[src/rtl/s2p_stereo_rx_pkg.sv]
// Shared definitions for the stereo serial receiver: FSM states, default
// sample width and the Frame polarity convention.
package s2p_stereo_rx_pkg;

  typedef enum logic {
    IDLE  = 1'b0,
    SHIFT = 1'b1
  } rx_state_t;

  localparam int AUDIO_IN_W = 16;

  // Frame is active-high: a single high Sclk cycle marks the MSB.
  localparam logic FRAME_ACTIVE = 1'b1;

  function automatic logic frame_hit(input logic frame_s);
    return (frame_s == FRAME_ACTIVE);
  endfunction

endpackage

[src/rtl/s2p_shift_chan.sv]
// One receive channel: serial shift register plus the parallel word register
// that holds the last complete word.
module s2p_shift_chan
  import s2p_stereo_rx_pkg::*;
#(
  parameter int DATA_W = AUDIO_IN_W
) (
  input  logic              Sclk,
  input  logic              Reset,
  input  logic              start,
  input  logic              shift,
  input  logic              load,
  input  logic              bit_in,
  output logic [DATA_W-1:0] dout
);

  logic [DATA_W-1:0] shift_r;
  logic [DATA_W-1:0] dout_r;
  logic [DATA_W-1:0] word_s;

  // Completed word is the shifted history plus the bit sampled this edge
  always_comb begin
    word_s = {shift_r[DATA_W-2:0], bit_in};
  end

  // Shift register: start seeds the MSB, load clears it for the next word
  always_ff @(posedge Sclk or posedge Reset) begin
    if (Reset) begin
      shift_r <= '0;
    end else if (start) begin
      shift_r <= {{(DATA_W-1){1'b0}}, bit_in};
    end else if (load) begin
      shift_r <= '0;
    end else if (shift) begin
      shift_r <= word_s;
    end else begin
      shift_r <= shift_r;
    end
  end

  // Output word register, updated only when a word completes
  always_ff @(posedge Sclk or posedge Reset) begin
    if (Reset) begin
      dout_r <= '0;
    end else if (load) begin
      dout_r <= word_s;
    end else begin
      dout_r <= dout_r;
    end
  end

  assign dout = dout_r;

endmodule

[src/rtl/s2p_stereo_rx.sv]
// Stereo serial-to-parallel receiver: one shared FSM and bit counter drive
// identical left and right shift channels.
module s2p_stereo_rx
  import s2p_stereo_rx_pkg::*;
#(
  parameter int DATA_W = AUDIO_IN_W,
  parameter int CNT_W  = 6
) (
  input  logic              Sclk,
  input  logic              Reset,
  input  logic              Frame,
  input  logic              InputL,
  input  logic              InputR,
  output logic [DATA_W-1:0] InputdataL,
  output logic [DATA_W-1:0] InputdataR,
  output logic              InReady,
  output logic              FrameErr,
  output logic              RxBusy
);

  if ((DATA_W < 2) || ((64'd1 << CNT_W) <= 64'(DATA_W))) begin : g_param_check
    $error("s2p_stereo_rx: DATA_W must be >= 2 and 2**CNT_W must exceed DATA_W");
  end

  localparam logic [CNT_W-1:0] LAST_CNT = CNT_W'(DATA_W - 1);
  localparam logic [CNT_W-1:0] ONE_CNT  = CNT_W'(1);

  rx_state_t        state_r;
  logic [CNT_W-1:0] bitcnt_r;
  logic             in_ready_r;
  logic             frame_err_r;
  logic             rx_busy_r;

  logic             frame_s;
  logic             last_s;
  logic             start_s;
  logic             shift_s;
  logic             load_s;

  // Datapath controls decoded from the current state and sampled Frame
  always_comb begin
    frame_s = frame_hit(Frame);
    last_s  = (bitcnt_r == LAST_CNT);
    start_s = frame_s;
    shift_s = 1'b0;
    load_s  = 1'b0;
    if (state_r == SHIFT) begin
      shift_s = !frame_s && !last_s;
      load_s  = !frame_s && last_s;
    end else begin
      shift_s = 1'b0;
      load_s  = 1'b0;
    end
  end

  // Control FSM with registered strobes and busy flag
  always_ff @(posedge Sclk or posedge Reset) begin
    if (Reset) begin
      state_r     <= IDLE;
      bitcnt_r    <= '0;
      in_ready_r  <= 1'b0;
      frame_err_r <= 1'b0;
      rx_busy_r   <= 1'b0;
    end else begin
      case (state_r)
        IDLE: begin
          in_ready_r  <= 1'b0;
          frame_err_r <= 1'b0;
          if (frame_s) begin
            state_r   <= SHIFT;
            bitcnt_r  <= ONE_CNT;
            rx_busy_r <= 1'b1;
          end else begin
            state_r   <= IDLE;
            bitcnt_r  <= bitcnt_r;
            rx_busy_r <= 1'b0;
          end
        end
        SHIFT: begin
          if (frame_s) begin
            // Early frame: drop the partial word and restart on this bit
            state_r     <= SHIFT;
            bitcnt_r    <= ONE_CNT;
            in_ready_r  <= 1'b0;
            frame_err_r <= 1'b1;
            rx_busy_r   <= 1'b1;
          end else if (last_s) begin
            state_r     <= IDLE;
            bitcnt_r    <= '0;
            in_ready_r  <= 1'b1;
            frame_err_r <= 1'b0;
            rx_busy_r   <= 1'b0;
          end else begin
            state_r     <= SHIFT;
            bitcnt_r    <= bitcnt_r + ONE_CNT;
            in_ready_r  <= 1'b0;
            frame_err_r <= 1'b0;
            rx_busy_r   <= 1'b1;
          end
        end
        default: begin
          state_r     <= IDLE;
          bitcnt_r    <= '0;
          in_ready_r  <= 1'b0;
          frame_err_r <= 1'b0;
          rx_busy_r   <= 1'b0;
        end
      endcase
    end
  end

  s2p_shift_chan #(.DATA_W(DATA_W)) u_chan_l (
    .Sclk   (Sclk),
    .Reset  (Reset),
    .start  (start_s),
    .shift  (shift_s),
    .load   (load_s),
    .bit_in (InputL),
    .dout   (InputdataL)
  );

  s2p_shift_chan #(.DATA_W(DATA_W)) u_chan_r (
    .Sclk   (Sclk),
    .Reset  (Reset),
    .start  (start_s),
    .shift  (shift_s),
    .load   (load_s),
    .bit_in (InputR),
    .dout   (InputdataR)
  );

  assign InReady  = in_ready_r;
  assign FrameErr = frame_err_r;
  assign RxBusy   = rx_busy_r;

endmodule

[config.mk]
export PLATFORM = sky130hd
export DESIGN_NAME = s2p_stereo_rx
export DESIGN_NICKNAME = d
export VERILOG_FILES = /design/src/rtl/s2p_stereo_rx_pkg.sv /design/src/rtl/s2p_shift_chan.sv /design/src/rtl/s2p_stereo_rx.sv
export SDC_FILE = /design/constraint.sdc
export NUM_CORES = 1
export LEC_CHECK = 0
export BUFFER_PORTS_ARGS = -buffer_cell sky130_fd_sc_hd__buf_2
export CORE_MARGIN = 5
export CORE_UTILIZATION = 35
export CTS_CLUSTER_SIZE = 8
export DETAILED_ROUTE_END_ITERATION = 8
export PLACE_DENSITY_LB_ADDON = 0.15
export REMOVE_ABC_BUFFERS = 1
export SLEW_MARGIN = 15
export SYNTH_ARGS = -nofsm -noshare
export SYNTH_HDL_FRONTEND = slang
export SYNTH_SLANG_ARGS = --single-unit
[constraint.sdc]
create_clock -name Sclk -period 4.1 [get_ports Sclk]
set_clock_uncertainty 0.2 [all_clocks]
set_input_delay 0.82 -clock Sclk [delete_from_list [all_inputs] [get_ports Sclk]]
set_output_delay 0.82 -clock Sclk [all_outputs]
set_load 0.02 [all_outputs]
# ---- Word-level counts from Yosys, hierarchy flattened
# Cells that the tools add are included.
dict set report classes {
  eq_ne 2
  addsub 1
  mux 20
  reduce_logical 5
  n_bitwise 1
}
# op count
set op_table {}
lappend op_table {{15-bit 2-to-1 mux} 6}
lappend op_table {{6-bit 2-to-1 mux} 3}
lappend op_table {{6-bit one-hot mux with 2 select lines} 1}
lappend op_table {{1-bit 2-to-1 mux} 7}
lappend op_table {{6-bit by 1-bit adder with 6-bit output (second input constant)} 1}
lappend op_table {{6-bit by 4-bit equality test with 1-bit output (second input constant)} 1}
lappend op_table {{1-bit one-hot mux with 2 select lines} 3}
lappend op_table {{3-bit nonzero test} 1}
lappend op_table {{1-bit logical AND} 2}
lappend op_table {{1-bit logical NOT} 2}
lappend op_table {{2-bit inequality test (second input constant)} 1}
lappend op_table {{1-bit NOT} 1}
dict set report totals {
  out_inout_bits 35
  regBits 71
}

# ---- Longest topological paths before layout
dict set report logic_depth {
  word_depth 7
  ltp_mapped 6
  ltp_nobuf 4
}

# ---- By module
# A second synthesis with hierarchy kept.
dict set report hier_totals {
  hier_cells 215
  area_unflattened_um2 2975.4
}
# module cells_each area_each_um2 instances
set modules_own_cells {}
lappend modules_own_cells {s2p_shift_chan 87 1275.0 2}
lappend modules_own_cells {s2p_stereo_rx 41 425.4 1}

# ---- Worst setup path after synthesis
# OpenSTA, ideal clock, no wires.
dict set report synth_timing {
  kind {input to register}
  start {input port Frame}
  end {register u_chan_r.dout_r[10] (netlist: u_chan_r.dout[10])}
  path_slack_ns 2.015
  setup_time_ns 0.125
  path_buffers 1
  arrival_ns 1.760
  stages 3
  cell_sequence {nor4_4 -> buf_6 -> mux2_2}
}
dict set report synth_via {
  elab_chain_len 3
}
# item line
set synth_rtl {}
lappend synth_rtl {{start, declared} s2p_stereo_rx.sv:11} ;# input logic Frame,
lappend synth_rtl {{1-bit logical NOT} s2p_stereo_rx.sv:49} ;# load_s = !frame_s && last_s;
lappend synth_rtl {{1-bit logical AND} s2p_stereo_rx.sv:49}
lappend synth_rtl {{1-bit 2-to-1 mux} s2p_stereo_rx.sv:47} ;# if (state_r == SHIFT) begin
lappend synth_rtl {{end signal, assigned} s2p_shift_chan.sv:46} ;# dout_r <= word_s;
lappend synth_rtl {{end signal, assigned} s2p_shift_chan.sv:48} ;# dout_r <= dout_r;
lappend synth_rtl {{end, declared} s2p_shift_chan.sv:18} ;# logic [DATA_W-1:0] dout_r;
# No other way between the ends.
# A chain may end at the register's enable or synchronous reset.

# ---- Worst setup path in the final report
dict set report layout_timing {
  start {register rx_busy_r (netlist: RxBusy)}
  end {output port RxBusy}
}
# item line
set layout_lines {}
lappend layout_lines {{start, declared} s2p_stereo_rx.sv:32} ;# logic rx_busy_r;
lappend layout_lines {{start signal, assigned} s2p_stereo_rx.sv:63} ;# rx_busy_r <= 1'b0;
lappend layout_lines {{start signal, assigned} s2p_stereo_rx.sv:72} ;# rx_busy_r <= 1'b1;
lappend layout_lines {{start signal, assigned} s2p_stereo_rx.sv:76} ;# rx_busy_r <= 1'b0;
lappend layout_lines {{end, declared} s2p_stereo_rx.sv:18} ;# output logic RxBusy
# No word-level cell between the ends.

==> run metrics <==
Setup-failing EPs final 0; pre-CTS setup slack 1.51 ns; crit path DAT 1.64 ns; Synth cell types 26; Critical Path RT 3.08 ns; TritonCTS Buffers 9; CP max FO 21; post-synthesis cell count 246; DR vias 1958; startpoint class of the critical path flop; Detailed Routing Iterations Pass 1 4; Max-slew headroom 0.399; layout cells sized above 1 0.319; grt ovf 0; FFs w/ async S/R, synth 1.00; Crit Path Class flop to output port; Period minus WS final 2.66 ns; WHS Path Cells 1; worst reg2reg path depth 4; Hold Crit Class flop to flop; Slowest-stage cell, CP dfrtp_1; CTS tree yes; gpl congestion 0.709; clock buffer depth 2; fillers 818; core area 8180 sq um; fmax 376 MHz; top cell type's share of synthesized area 0.605; Vias/cell 5.02; H-Tree Depth 3; setup bufs post-CTS 0; pwr dens 375 nW/um^2; row cnt 33; CP peak stage delay 0.72 ns; synthesis-to-layout area growth 14.9%; post-cts sizing count 0; final net count 288; Routed Wire Length 5870 microns; Root Buffer clkbuf_8; Mean Syn Cell Area 11.9 sq um; worst path cell trace buf_4 -> buf_2; Synthesis Warnings 0; crit end category output port; vias in the first global route 1991; post-synthesis sequential area ratio 0.605; Tcrit/Tclk final 0.648; ranking of synthesized cells by area dfrtp_1 (61%), mux2_2 (12%), o211ai_1 (7.2%), a21oi_1 (5.1%), nand2_1 (4.2%); Die Y 102 microns; largest vdd supply drop 0.000200 V; Crit path depth 2; hpwl dp 3460 microns; initial core utilization 0.359; RSZ-0062 raised after global routing no; Pins Over Slew Limit 0; WL/cell 15.0 microns; pin count of the biggest net entering global routing 72; TNS Setup 0 ns; antenna violations before repair 0; DRC violation count after routing 0; cell leakage power 1.63 nW; PortBufs 39; GRT Util Overall 0.124; Sink Count 71; Netlist Area Pre-Place 2940 sq um; Seq cells post-synth 71; hold buffer count at CTS 0; worst slew pin tran 0.901 ns; initial DRC count 92; IO Count 40; ANT nets after route 0; clock slew at reported path FFs 0.07 ns; antenna cell count 0; ys flop type dfrtp_1; Die Footprint 10300 sq um; Max Cap Viol 0; area leader, netlist dfrtp_1; Final WS setup 1.44 ns; first-pass GRT wire length 10000 microns; run status completed; Bufs and invs on worst path 2; delay-heaviest family, CP flip-flops; die width 102 microns; Worst-Skew Late Latency 0.33 ns; Hold Fails Final Rpt 0; Post-synth EDFFs 0; Synth top cells by count dfrtp_1 (71), nand2_1 (33), mux2_2 (31); most common cell in the synthesized netlist dfrtp_1
==> cell families (layout without fill, tap and decap cells) <==
logic type	Yosys count	in the layout	synth area share
adder cells (fa/ha/maj)	1	1	0.00426
flip-flops	71	71	0.605
XOR/XNOR	1	1	0.00298
buffers and inverters	25	64	0.0413
AO/OA/AOI/OAI	66	66	0.140
multiplexers	35	35	0.133
AND/OR/NAND/NOR	47	47	0.0737
==> through the flow <==
step,instance area [sq um],power [mW],utilization,instances,hold slack [ns]
2_1_floorplan,2830,0.773,-,225,0.265
3_3_place_gp,3210,0.798,0.393,376,0.264
3_5_place_dp,3210,0.799,0.393,376,0.278
4_1_cts,3370,1.29,0.413,390,0.294
5_1_grt,3370,1.33,0.413,390,0.322
6_report,3370,1.27,0.413,390,0.284
==> power by group <==
group / switching [mW] / internal (mW)
clock: 0.237 / 0.246
sequential: 0.0119 / 0.714
combinational: 0.0381 / 0.0189
==> layout by cell type, fill, tap and decap left out, types with 3 or more instances in the layout <==
cell	netlist	routed
o21ai_0	4	4
nand2_1	33	33
nor2_1	5	5
inv_1	4	3
buf_4	0	7
clkbuf_8	0	11
mux2_2	31	31
mux2i_1	3	3
o211ai_1	28	28
buf_2	4	39
dfrtp_1	71	71
a21oi_1	30	30
==> sequential cells by signal (all words and copies together), names as in the netlist <==
name / count
FrameErr: 1
InReady: 1
RxBusy: 1
bitcnt_r: 6
u_chan_l.dout: 16
u_chan_l.shift_r: 15
u_chan_r.dout: 16
u_chan_r.shift_r: 15
==> cell type report <==
class / instances / area, sq um / share of cell area
flip-flops and latches: 71 / 1780 / 0.527
multi-input cells: 150 / 1040 / 0.308
repair buffers: 46 / 248 / 0.0734
clock buffers: 13 / 159 / 0.0471
well taps: 105 / 131 / 0.0389
inverters: 4 / 15.0 / 0.00445
clock inverters: 1 / 5.00 / 0.00148
==> layer usage <==
metal / up-vias / track usage / share of wire
li1: 947 / - / -
met1: 967 / 0.170 / 0.50
met2: 35 / 0.185 / 0.44
met3: 9 / 0.0282 / 0.041
met4: 0 / 0.0583 / 0.018
met5: - / 0 / 0
==> path summary, 6_finish.rpt <==
path / start / endpoint / slack (ns)
setup / recovery: RxBusy$_DFF_PP0_ / RxBusy / 1.44
min in group asynchronous: Reset / bitcnt_r[1]$_DFFE_PP0P_ / 0.55
setup reg to reg: RxBusy$_DFF_PP0_ / u_chan_r.dout[4]$_DFFE_PP0P_ / 1.88
hold reg to reg: u_chan_l.dout[15]$_DFFE_PP0P_ / u_chan_l.dout[15]$_DFFE_PP0P_ / 0.28
hold / removal: u_chan_l.dout[15]$_DFFE_PP0P_ / u_chan_l.dout[15]$_DFFE_PP0P_ / 0.28
max in group asynchronous: Reset / u_chan_l.shift_r[14]$_DFFE_PP0P_ / 2.56
No activity file was read; power rests on OpenSTA's default activity.
